--- src/rtl/valid_train_pkg.sv ---
// Shared constants and types for valid-lane training (RX detector and TX controller).
// Optional feature macro used by consumers: VALID_DET_ROTATION_EN.
package valid_train_pkg;

    // Per-byte valid-lane training pattern and its 32-bit replicated word
    localparam logic [7:0]  VALID_8BIT         = 8'h0F;
    localparam logic [31:0] VALID_WORD_DEFAULT = {4{VALID_8BIT}};

    // Width of word / run / error counters (window is at most 63 words)
    localparam int CNT_W = 6;
    localparam int ROT_W = 3;

    typedef enum logic [1:0] {
        ST_IDLE   = 2'd0,
        ST_SEARCH = 2'd1,
        ST_TRACK  = 2'd2,
        ST_DONE   = 2'd3
    } vd_state_t;

    // Rotate a pattern byte left by idx and replicate it across a 32-bit word
    function automatic logic [31:0] rot_word(input logic [7:0] b, input logic [ROT_W-1:0] idx);
        logic [15:0] dbl;
        dbl = {b, b} << idx;
        return {4{dbl[15:8]}};
    endfunction

endpackage

--- src/rtl/valid_word_matcher.sv ---
// Combinational comparison of one received valid-lane word against the training pattern.
// With VALID_DET_ROTATION_EN any bit-rotation of the pattern byte matches until a
// rotation is locked; without it only the exact pattern word matches.
module valid_word_matcher
    import valid_train_pkg::*;
#(
    parameter logic [31:0] PATTERN_WORD = VALID_WORD_DEFAULT
) (
    input  logic [31:0]      word,
`ifdef VALID_DET_ROTATION_EN
    input  logic             locked,
    input  logic [ROT_W-1:0] lock_idx,
    output logic [ROT_W-1:0] rot_idx,
`endif
    output logic             match
);

`ifdef VALID_DET_ROTATION_EN
    // Locked: compare only the locked rotation; unlocked: lowest matching rotation wins
    always_comb begin
        match   = 1'b0;
        rot_idx = '0;
        if (locked) begin
            match   = (word == rot_word(PATTERN_WORD[7:0], lock_idx));
            rot_idx = lock_idx;
        end else begin
            for (int i = 7; i >= 0; i--) begin
                if (word == rot_word(PATTERN_WORD[7:0], ROT_W'(i))) begin
                    match   = 1'b1;
                    rot_idx = ROT_W'(i);
                end
            end
        end
    end
`else
    // Exact comparison against the configured pattern word
    always_comb begin
        match = (word == PATTERN_WORD);
    end
`endif

endmodule

--- src/rtl/valid_pattern_detector.sv ---
// Valid-lane training detector: evaluates a window of received words, tracks the
// longest run of matching words and reports pass/fail once the window completes.
// Optional feature macro: VALID_DET_ROTATION_EN (accept any rotation of the pattern byte).
// Handshake: i_enable_detector high = a word is presented every cycle (no backpressure);
// o_done stays high until i_enable_detector falls, which returns the block to IDLE.
module valid_pattern_detector
    import valid_train_pkg::*;
#(
    parameter logic [31:0] PATTERN_WORD  = VALID_WORD_DEFAULT,
    parameter int          WINDOW_WORDS  = 32,
    parameter int          CONSEC_THRESH = 16
) (
    input  logic             i_clk,
    input  logic             i_rst,
    input  logic             i_enable_detector,
    input  logic [31:0]      i_rvld_l,
    output logic             o_done,
    output logic             o_pass,
    output logic             o_busy,
    output logic [CNT_W-1:0] o_err_count,
    output logic [CNT_W-1:0] o_max_consec,
    output vd_state_t        o_dbg_state
);

    localparam logic [CNT_W-1:0] WIN_LAST = CNT_W'(WINDOW_WORDS);
    localparam logic [CNT_W-1:0] THRESH   = CNT_W'(CONSEC_THRESH);

    vd_state_t        state_q, state_d;
    logic [CNT_W-1:0] word_cnt_q, word_cnt_d, word_cnt_inc;
    logic [CNT_W-1:0] consec_q, consec_d;
    logic [CNT_W-1:0] max_q, max_d;
    logic [CNT_W-1:0] err_q, err_d;
    logic             pass_q, pass_d;
    logic             match;
    logic             sample;
    logic             window_end;

`ifdef VALID_DET_ROTATION_EN
    logic [ROT_W-1:0] lock_idx_q, lock_idx_d, rot_idx;

    valid_word_matcher #(.PATTERN_WORD(PATTERN_WORD)) u_matcher (
        .word     (i_rvld_l),
        .locked   (state_q == ST_TRACK),
        .lock_idx (lock_idx_q),
        .rot_idx  (rot_idx),
        .match    (match)
    );
`else
    valid_word_matcher #(.PATTERN_WORD(PATTERN_WORD)) u_matcher (
        .word  (i_rvld_l),
        .match (match)
    );
`endif

    // A word is evaluated on every enabled cycle outside DONE; flag the window's last word
    always_comb begin
        sample       = i_enable_detector && (state_q != ST_DONE);
        word_cnt_inc = word_cnt_q + CNT_W'(1);
        window_end   = sample && (word_cnt_inc == WIN_LAST);
    end

    // State register
    always_ff @(posedge i_clk) begin
        if (i_rst) state_q <= ST_IDLE;
        else       state_q <= state_d;
    end

    // Next-state logic; dropping the enable always returns to IDLE
    always_comb begin
        state_d = state_q;
        case (state_q)
            ST_IDLE, ST_SEARCH: begin
                if (!i_enable_detector) state_d = ST_IDLE;
                else if (window_end)    state_d = ST_DONE;
                else if (match)         state_d = ST_TRACK;
                else                    state_d = ST_SEARCH;
            end
            ST_TRACK: begin
                if (!i_enable_detector) state_d = ST_IDLE;
                else if (window_end)    state_d = ST_DONE;
            end
            ST_DONE: begin
                if (!i_enable_detector) state_d = ST_IDLE;
            end
            default: state_d = ST_IDLE;
        endcase
    end

    // Counter / result updates for the evaluated word; cleared whenever the enable is low
    always_comb begin
        word_cnt_d = word_cnt_q;
        consec_d   = consec_q;
        max_d      = max_q;
        err_d      = err_q;
        pass_d     = pass_q;
`ifdef VALID_DET_ROTATION_EN
        lock_idx_d = lock_idx_q;
`endif
        if (!i_enable_detector) begin
            word_cnt_d = '0;
            consec_d   = '0;
            max_d      = '0;
            err_d      = '0;
            pass_d     = 1'b0;
`ifdef VALID_DET_ROTATION_EN
            lock_idx_d = '0;
`endif
        end else if (sample) begin
            word_cnt_d = word_cnt_inc;
            if (state_q == ST_TRACK) begin
                if (match) begin
                    consec_d = consec_q + CNT_W'(1);
                end else begin
                    consec_d = '0;
                    if (err_q != '1) err_d = err_q + CNT_W'(1);
                end
            end else if (match) begin
                consec_d = CNT_W'(1);
`ifdef VALID_DET_ROTATION_EN
                lock_idx_d = rot_idx;
`endif
            end
            if (consec_d > max_q) max_d = consec_d;
            if (window_end) pass_d = (max_d >= THRESH);
        end
    end

    // Datapath registers
    always_ff @(posedge i_clk) begin
        if (i_rst) begin
            word_cnt_q <= '0;
            consec_q   <= '0;
            max_q      <= '0;
            err_q      <= '0;
            pass_q     <= 1'b0;
`ifdef VALID_DET_ROTATION_EN
            lock_idx_q <= '0;
`endif
        end else begin
            word_cnt_q <= word_cnt_d;
            consec_q   <= consec_d;
            max_q      <= max_d;
            err_q      <= err_d;
            pass_q     <= pass_d;
`ifdef VALID_DET_ROTATION_EN
            lock_idx_q <= lock_idx_d;
`endif
        end
    end

    // Outputs decoded from state and registered results
    always_comb begin
        o_done       = (state_q == ST_DONE);
        o_busy       = (state_q == ST_SEARCH) || (state_q == ST_TRACK);
        o_pass       = pass_q;
        o_err_count  = err_q;
        o_max_consec = max_q;
        o_dbg_state  = state_q;
    end

endmodule

--- config.mk ---
export PLATFORM = sky130hd
export DESIGN_NAME = valid_pattern_detector
export DESIGN_NICKNAME = d
export VERILOG_FILES = /design/src/rtl/valid_train_pkg.sv /design/src/rtl/valid_word_matcher.sv /design/src/rtl/valid_pattern_detector.sv
export SDC_FILE = /design/constraint.sdc
export NUM_CORES = 1
export LEC_CHECK = 0
export CAP_MARGIN = 20
export CORE_MARGIN = 4
export CORE_UTILIZATION = 45
export DETAILED_ROUTE_END_ITERATION = 6
export GPL_ROUTABILITY_DRIVEN = 0
export MAX_ROUTING_LAYER = met4
export PLACE_DENSITY = 0.78
export SYNTH_ARGS = -nofsm -noshare
export SYNTH_HDL_FRONTEND = slang
export SYNTH_HIERARCHICAL = 1
export SYNTH_SLANG_ARGS = --single-unit
--- constraint.sdc ---
create_clock -name i_clk -period 4 [get_ports i_clk]
set_input_delay 0.8 -clock i_clk [delete_from_list [all_inputs] [get_ports i_clk]]
set_output_delay 0.8 -clock i_clk [all_outputs]
set_load 0.01 [all_outputs]
==> results.md <==
Worst hold path:
- The type of the most critical hold path is reg -> reg.

STA:
- The share of the clock period used by the worst path after layout is 95.0%.
- For the final database, setup skew stands at 0.00251 ns.
- Setup repair after global routing left no endpoint under its margin.
- Setup violations remaining at the end of the flow were counted as 0.
- The number of slew-limit violations in the final report is 0.
- Static timing analysis puts the maximum clock frequency at 263 MHz.
- The worst pin sits at a relative slew slack of 30.8%.
- Hold timing on the final database bottoms out at a slack of 0.524 ns.
- The final critical-path required period is 3.80 ns.
- The final-report hold violation count came to 0.
- The slew at the pin closest to its max-slew limit is 1.04 ns.
- The aggregate negative setup slack is 0 ns.

Clock tree:
- The post-CTS setup buffer count is 0.
- In this run the number of H-tree levels came out at 1.
- Post-CTS repair changed the size of 0 cells.
- The TritonCTS clock tree is yes.
- The clock slew seen by the registers of the worst setup and hold paths is 0.09 ns.
- The clock sink count is 27.
- For the worst-skew pair, the clock arrives at the later sink with an insertion delay of 0.27 ns.
- Counting the buffers created by CTS gives 3.
- The clock tree root buffer cell is sky130_fd_sc_hd__clkbuf_8.
- The maximum buffer depth of the clock tree is 2.
- The total of hold buffers inserted after clock tree synthesis is 0.

Route:
- The sum of met3 wire segment lengths after detailed routing is 218 um.
- In the final routing, the length of wire on met1 measures 1.68 mm.
- The final wirelength is 3.58 mm.
- The detailed router placed 1517 vias in this run.
- In the routed design, unresolved DRC markers number 0.
- Dividing the detail-routed via count by the number of cells gives 5.20.
- Dividing the detail-routed wire length by the instance count gives 12.3 um.
- The number of detailed-routing iterations run before antenna repair is 4.
- The number of DRC markers after the initial detailed-route iteration is 93.
- The highest metal layer used by the detailed router is met4.
- The routed design uses 1.65 mm of met2 wire.
- In this run the remaining antenna-violating nets after routing total 0.

Power and ir drop:
- The static leakage is 0.881 nW.
- The maximum resistive drop on vdd is 162 uV.
- The total power is 0.477 mW.
- Power spread over the standard cell area amounts to 204 mW/mm^2.

Cells and area:
- The area growth from synthesis to layout is 40.9%.
- The share of cells above drive strength 1 is 12.2%.
- The count of antenna diodes in the layout is 0.
- The layout has 294 filler cells.
- At the end of the flow, the number of nets in the layout was 294.

Placement:
- Port buffering added 51 buffers.
- The sum of net half-perimeters after detailed placement is 2.93 mm.

Die:
- The die covers 0.00473 sq mm.
- 52 I/O pins were placed.
- The initial utilization of the core area, before any placement, comes to 48.3%.
- The die boundary width is 68.8 um.
- The total core area is 0.00344 sq mm.
- In this run the core area contains 21 standard-cell rows.
- From bottom edge to top edge, the die measures 68.8 um.

Global route:
- After global routing the overflow that remains totals 0.
- Across every metal layer, demand over resource in global routing totals 17.0%.
- The number of antenna violations at the first check in global routing is 0.
- The first-pass GRT wire length is 5.83 mm.
- The via count of the first global-routing pass was 1404.
- The maximum number of pins on one net before global-route repair is 28.

Logic synthesis:
- The share of flip-flops with an asynchronous set or reset after synthesis is 0%.
- The share of synthesized area in the top cell type comes to 32.5%.
- For this run, the leading register cell type out of synthesis is sky130_fd_sc_hd__dfxtp_1.
- The cell area that synthesis handed to floorplanning was 0.00166 sq mm.
- When the netlist entered floorplanning its net count stood at 232.
- In this run, synthesis inferred 0 flip-flops with an integrated enable.
- A synthesized cell averages 8.99 sq um.
- The sequential fraction of the synthesis area is 32.5%.
- Yosys printed 6 warnings.
- Yosys instantiated no cell more often than sky130_fd_sc_hd__nor2_1.
- The number of distinct library cells after synthesis is 49.
- Synthesis produced 185 cells.
- Counting instances in the post-synthesis netlist gives the leading cell types as sky130_fd_sc_hd__nor2_1, sky130_fd_sc_hd__dfxtp_1, sky130_fd_sc_hd__ha_1.
- In this run, synthesis produced a sequential element count of 27.
- Sorting the synthesized cells by area gives the leading types as sky130_fd_sc_hd__dfxtp_1, sky130_fd_sc_hd__ha_1, sky130_fd_sc_hd__nor2_1.
- The cell taking the most area after synthesis is sky130_fd_sc_hd__dfxtp_1.

Critical path:
- Data arrives at the worst endpoint at 3.93 ns.
- The startpoint kind of the worst setup timing path is a primary input.
- The required arrival time at the worst endpoint is 4.13 ns.
- In this run the worst setup path begins at i_rvld_l[8].
- The capturing element type of the critical path is a flip-flop.
- The critical path is of the in -> reg type.
- The worst reg2reg path startpoint is o_dbg_state[0].
- Along the worst path, the maximum fanout reaches 8.

Run:
- The max-capacitance violation count is 0.

Outcome:
- The flow ran to the end, and the final reports show no timing, DRC or antenna violations.
## final timing paths
path / depth (start not counted) / to / slack (ns)
hold reg to reg: 2 / flip-flop / 0.52
setup reg to reg: 13 / flip-flop / 1.16
hold / removal: 2 / flip-flop / 0.52
setup / recovery: 14 / flip-flop / 0.20
## metal layers
metal,track usage (%),vias to the layer above
met5,-,-
met4,4.38,0
met3,3.89,4
met2,28.1,51
met1,20.9,683
li1,-,779
## critical path, stage by stage
cell and delay, ns:
sky130_fd_sc_hd__clkdlybuf4s50_1 0.44, sky130_fd_sc_hd__nor4bb_1 0.27, sky130_fd_sc_hd__nand4_1 0.20, sky130_fd_sc_hd__nor3_4 0.26, sky130_fd_sc_hd__nand2_2 0.07, sky130_fd_sc_hd__or4_1 0.49
sky130_fd_sc_hd__o21ai_2 0.09, sky130_fd_sc_hd__ha_1 0.25, sky130_fd_sc_hd__and4_4 0.16, sky130_fd_sc_hd__and3_4 0.19, sky130_fd_sc_hd__a311oi_4 0.24, sky130_fd_sc_hd__buf_4 0.21
sky130_fd_sc_hd__mux2i_1 0.20, sky130_fd_sc_hd__nor2_1 0.05
## per-stage QoR
step	area, sq um	instances	worst slack, ns	util [%]
2_1_floorplan	1660	185	0.390	-
3_3_place_gp	2290	288	-0.0486	66.5
3_5_place_dp	2290	288	-0.123	66.5
4_1_cts	2340	292	0.175	67.9
5_1_grt	2340	292	0.00945	68.0
6_report	2340	292	0.199	68.0
## layout make-up
type	count	area, sq um	share of cell area [%]
Multi-Input combinational cell	142	1060	45.4
Sequential cell	27	541	23.1
Clock buffer	3	41.3	1.76
Inverter	11	41.3	1.76
Clock inverter	1	5.00	0.214
Timing Repair Buffer	62	593	25.3
Tap cell	46	57.6	2.46
## power by group
part	leakage [nW]	internal (mW)	switching, mW	total (mW)
Clock	0.0255	0.0699	0.0854	0.155
Combinational	0.637	0.0357	0.0146	0.0504
Sequential	0.218	0.270	0.00173	0.272
## logic make-up after synthesis
kind of cell,synth area share (%)
buffers and inverters,3.91
XOR/XNOR,6.32
flip-flops,32.5
AO/OA/AOI/OAI,14.2
multiplexers,5.42
AND/OR/NAND/NOR,28.6
adder cells (fa/ha/maj),9.03
## cell usage in the layout, fill, tap and decap left out, drive strengths merged, types with 2 or more instances in the layout
master	instances
a221oi	2
inv	11
nand4	5
nor2b	4
mux2i	9
o21ai	7
nand2	10
a21oi	5
and4b	2
dfxtp	27
xor2	7
clkdlybuf4s50	51
nor3	6
a31o	2
a211oi	2
nor2	30
xnor2	5
and3	3
buf	11
clkbuf	3
a311oi	2
nor4bb	2
nand3	6
nand2b	3
and4	2
o21bai	2
ha	12
nor4b	2
No activity file was read; power rests on OpenSTA's default activity.
